File: src/rtl/seg7_pkg.sv
// Shared constants for the multiplexed seven-segment display driver:
// active-low glyph table, idle pin levels and default scan timing.
package seg7_pkg;

    localparam int DIGIT_TICKS_DEF = 100000;
    localparam int BLANK_TICKS_DEF = 2000;

    localparam logic [6:0] SEG_OFF = 7'h7F;
    localparam logic [3:0] AN_OFF  = 4'hF;

    // Index n holds the {g,f,e,d,c,b,a} active-low pattern for hex digit n.
    localparam logic [15:0][6:0] SEG_TABLE = {
        7'h0E, 7'h06, 7'h21, 7'h46,   // F E d C
        7'h03, 7'h08, 7'h10, 7'h00,   // b A 9 8
        7'h78, 7'h02, 7'h12, 7'h19,   // 7 6 5 4
        7'h30, 7'h24, 7'h79, 7'h40    // 3 2 1 0
    };

endpackage

File: src/rtl/hex_to_seg7.sv
// Combinational hex-digit to active-low seven-segment pattern lookup.
module hex_to_seg7
    import seg7_pkg::*;
(
    input  logic [3:0] hex_i,
    output logic [6:0] seg_o
);

    assign seg_o = SEG_TABLE[hex_i];

endmodule

File: src/rtl/seg7_scan_driver.sv
// Four-digit multiplexed seven-segment driver: 16-bit hex buffer (clr > load > push),
// per-slot anti-ghost blanking, leading-zero suppression, registered active-low pins.
module seg7_scan_driver
    import seg7_pkg::*;
#(
    parameter int DIGIT_TICKS = DIGIT_TICKS_DEF,
    parameter int BLANK_TICKS = BLANK_TICKS_DEF
) (
    input  logic        clk,
    input  logic        rst_n,
    input  logic        load,
    input  logic [15:0] value,
    input  logic        push,
    input  logic [3:0]  digit,
    input  logic        clr,
    input  logic        blank_lz,
    input  logic [3:0]  dp_en,
    output logic [3:0]  an,
    output logic [6:0]  seg,
    output logic        dp_n
);

    localparam int CW = $clog2(DIGIT_TICKS);
    localparam logic [CW-1:0] CNT_LAST  = CW'(DIGIT_TICKS - 1);
    localparam logic [CW-1:0] CNT_BLANK = CW'(BLANK_TICKS);

    logic [15:0]   disp_q, disp_d;
    logic [CW-1:0] cnt_q, cnt_d;
    logic [1:0]    idx_q, idx_d;
    logic [3:0]    an_q, an_d;
    logic [6:0]    seg_q, seg_d;
    logic          dpn_q, dpn_d;

    logic [3:0]    cur_hex;
    logic [6:0]    cur_seg;
    logic          upper_zero;
    logic          suppress;

    always_comb begin
        disp_d = disp_q;
        if (clr) begin
            disp_d = 16'h0000;
        end else if (load) begin
            disp_d = value;
        end else if (push) begin
            disp_d = {disp_q[11:0], digit};
        end
    end

    always_comb begin
        cnt_d = cnt_q + CW'(1);
        idx_d = idx_q;
        if (cnt_q == CNT_LAST) begin
            cnt_d = '0;
            idx_d = idx_q + 2'd1;
        end
    end

    assign cur_hex = disp_q[{idx_q, 2'b00} +: 4];

    hex_to_seg7 u_enc (
        .hex_i (cur_hex),
        .seg_o (cur_seg)
    );

    // A digit is a leading zero only if it and every digit to its left are zero.
    always_comb begin
        unique case (idx_q)
            2'd1:    upper_zero = (disp_q[15:4]  == 12'h000);
            2'd2:    upper_zero = (disp_q[15:8]  == 8'h00);
            2'd3:    upper_zero = (disp_q[15:12] == 4'h0);
            default: upper_zero = 1'b0;
        endcase
    end

    assign suppress = blank_lz & upper_zero;

    always_comb begin
        an_d  = AN_OFF;
        seg_d = SEG_OFF;
        dpn_d = 1'b1;
        if (cnt_q >= CNT_BLANK) begin
            an_d = ~(4'b0001 << idx_q);
            if (!suppress) begin
                seg_d = cur_seg;
                dpn_d = ~dp_en[idx_q];
            end
        end
    end

    always_ff @(posedge clk or negedge rst_n) begin
        if (!rst_n) begin
            disp_q <= 16'h0000;
            cnt_q  <= '0;
            idx_q  <= 2'd0;
            an_q   <= AN_OFF;
            seg_q  <= SEG_OFF;
            dpn_q  <= 1'b1;
        end else begin
            disp_q <= disp_d;
            cnt_q  <= cnt_d;
            idx_q  <= idx_d;
            an_q   <= an_d;
            seg_q  <= seg_d;
            dpn_q  <= dpn_d;
        end
    end

    assign an   = an_q;
    assign seg  = seg_q;
    assign dp_n = dpn_q;

endmodule
File: config.mk
export PLATFORM = sky130hd
export DESIGN_NAME = seg7_scan_driver
export DESIGN_NICKNAME = d
export VERILOG_FILES = /design/src/rtl/seg7_pkg.sv /design/src/rtl/hex_to_seg7.sv /design/src/rtl/seg7_scan_driver.sv
export SDC_FILE = /design/constraint.sdc
export NUM_CORES = 1
export LEC_CHECK = 0
export CAP_MARGIN = 20
export CORE_MARGIN = 3
export CORE_UTILIZATION = 54
export DETAILED_ROUTE_END_ITERATION = 16
export HOLD_SLACK_MARGIN = 0.05
export PLACE_DENSITY = 0.8
export SLEW_MARGIN = 10
export SYNTH_ARGS = -nofsm -noshare
export SYNTH_HDL_FRONTEND = slang
export SYNTH_SLANG_ARGS = --single-unit
File: constraint.sdc
create_clock -name clk -period 2.8 [get_ports clk]
set_input_delay 0.42 -clock clk [delete_from_list [all_inputs] [get_ports clk]]
set_output_delay 0.42 -clock clk [all_outputs]
set_load 0.01 [all_outputs]
==> impl_metrics.yaml <==
cells_and_area:
  area_growth_pct: 21.0
  layout-drive-gt1-share: 0.118
  num-nets-final: 348
  n_fill_cell: 352
  design_area_mm2: 0.00321
  n_antenna_cell: 0
sta:
  hold_viol: 0
  max_freq_ghz: 0.415
  fin_crit_ps: 2410
  rsz0062_at_grt: "no"
  skew_ps: 5.09
  setup_viol: 0
  worst_pin_slew_ps: 940
  finalSetupTns_ps: 0
  relSlewSlack: 0.372
  fin_crit_sh: 0.861
  slew_violations: 0
clocking:
  clockRootBuffer: "clkbuf_8"
  clock_sinks: 47
  clk_pin_slew_ps: 80
  htree_levels: 2
  worstSkewPairLatency_ps: 300
  ctsLongestPathBuffers: 2
  cts_buffers: 5
  cts_setup_buffers: 0
  cts_tree: "done"
synthesis:
  mappedNetlistArea_mm2: 0.00265
  ys_ff_latch: 47
  ys_types: 41
  syn-num-nets: 306
  yosys_warnings: 0
  synth_area_leader_cell: "dfrtp_1"
  syn_inst: 263
  synth_common_cells: "nor2_1 (43), dfrtp_1 (35), nand2_1 (27)"
  synth_top_cell_area_share: 0.330
  yosysMostFrequentCell: "nor2_1"
  postSynthAreaPerCell_um2: 10.1
  ys_async_sr_fraction: 1.00
  synth_ff_type: "dfrtp_1"
  yosysSeqAreaShare: 0.449
  yosys-top-cells-area: "dfrtp_1 (33%), dfstp_2 (12%), mux2i_1 (6.8%), ha_1 (6.1%), nor2_1 (6.1%)"
  synth_edf_count: 0
floorplan:
  initial_core_util: 0.585
  die-area_mm2: 0.00579
  pin_count: 42
  rows: 24
  core_mm2: 0.00453
  die_x_um: 76.1
  die_y_um: 76.1
setup_path:
  crit_fanout: 12
  path_class: "register to register"
  setup.worst_path.start: "idx_q[0]"
  start_kind: "register"
  cp.arrival_ps: 2640
  rr_worst_depth: 7
  r2r_end: "seg[0]"
  rrSetupSlack_ps: 390
  r2r_start: "idx_q[0]"
  endpoint: "seg[0]"
  cp_data_required_time_ps: 3030
  worstSetupEndpointType: "register"
global_routing:
  grt_start_max_net_pins: 48
  grt_pass1_vias: 1832
  grt_pass1_wl_mm: 8.64
  grt_overflow_total: 0
  antenna_found_initial: 0
  track_usage: 0.185
route:
  via_per_inst: 5.45
  drt_iter0_markers: 169
  dr.pass1.iters: 4
  drt.antenna.violating_nets: 0
  drc: 0
  drt_wl_total_mm: 5.14
  wl_per_cell_um: 13.9
  via_count: 2022
run_status:
  status: "completed"
placed_design:
  placedInstanceArea_mm2: 0.00310
  io_buffers: 41
  place_congestion: 0.841
  place_hpwl_mm: 3.61
min_path:
  hold_path_class: "register to register"
pwr:
  p_leak_nw: 1.38
  total_power_w: 0.00127
  peakVddDrop_mv: 0.272
  cellPowerDensity_mw_per_mm2: 397
run:
  drv_cap: 0
[metal layers]
metal | GRT usage | wire (um) | up-vias
met5 | 0 | 0 | -
met2 | 0.272 | 2330 | 54
met3 | 0.0414 | 220 | 10
li1 | - | - | 994
met1 | 0.268 | 2500 | 964
met4 | 0.0688 | 91 | 0
[flip-flops by register name, summed over array words and instances (netlist names)]
name	flops
cnt_q	17
disp_q	16
seg	7
an	4
idx_q	2
dp_n	1
[cells in the final DEF, fill, tap and decap left out, drive strengths merged, types with 2 or more instances in the layout]
cell type	n
o211ai	4
nor4	2
nand2b	3
nand4	4
xor2	7
ha	13
xnor2	10
buf	5
nor2	43
dfstp	12
nand2	27
and3	2
mux4	5
nor4b	4
nor2b	2
mux2i	18
inv	9
nor3	5
o21ai	9
dfrtp	35
clkdlybuf4s50	40
clkbuf	6
a21o	2
nand3	9
a21oi	17
[critical path: stages, from the launching register on]
cell and delay, ps:
dfrtp_1 640, mux4_1 750, inv_1 160, ha_1 250, nor4b_1 70, nor3_1 190, a22oi_1 110, o21ai_0 170
[power breakdown]
group	internal [W]	leakage (nW)	switching, W
combinational	0.0000872	0.745	0.0000796
clock	0.000175	0.0412	0.000221
sequential	0.000692	0.590	0.0000192
total	0.000954	1.38	0.000320
[how the worst min path moves through the flow]
stage               from         to  cells past startpoint
2_1_floorplan      rst_n   cnt_q[0]                      0
3_3_place_gp   cnt_q[13]  cnt_q[13]                      1
3_5_place_dp   cnt_q[13]  cnt_q[13]                      1
4_1_cts            rst_n  disp_q[0]                      1
5_1_grt         cnt_q[0]   cnt_q[0]                      1
6_report       cnt_q[13]  cnt_q[13]                      1
[metrics by stage]
| step | cells | hold WS [ps] | setup slack, ps | utilization |
|---|---|---|---|---|
| floorplan | 263 | 124 | 740 | - |
| global placement | 361 | 491 | 480 | 0.683 |
| detailed placement | 361 | 499 | 398 | 0.683 |
| CTS | 369 | 320 | 380 | 0.701 |
| global route | 371 | 536 | 223 | 0.708 |
| finish | 371 | 507 | 389 | 0.708 |
[timing repair]
item | in CTS | in global routing
resized for setup | 0 | 0
hold buffers | 0 | 1
hold endpoints to repair | 0 | 13
[final cells by class]
type | count | area [um^2] | area share
clock buffers | 6 | 72.6 | 0.0226
clock inverters | 2 | 12.5 | 0.00390
inverters | 9 | 33.8 | 0.0105
multi-input cells | 196 | 1360 | 0.424
flip-flops and latches | 47 | 1190 | 0.371
well taps | 65 | 81.3 | 0.0253
repair buffers | 46 | 458 | 0.143
[logic make-up after synthesis]
logic type / count (synthesis) / synth area share
XOR/XNOR: 17 / 0.0561
adder cells (fa/ha/maj): 13 / 0.0613
multiplexers: 23 / 0.113
flip-flops: 47 / 0.449
buffers and inverters: 20 / 0.0377
AO/OA/AOI/OAI: 37 / 0.0896
AND/OR/NAND/NOR: 106 / 0.193
Note: power is estimated with default switching activity, not from simulation.
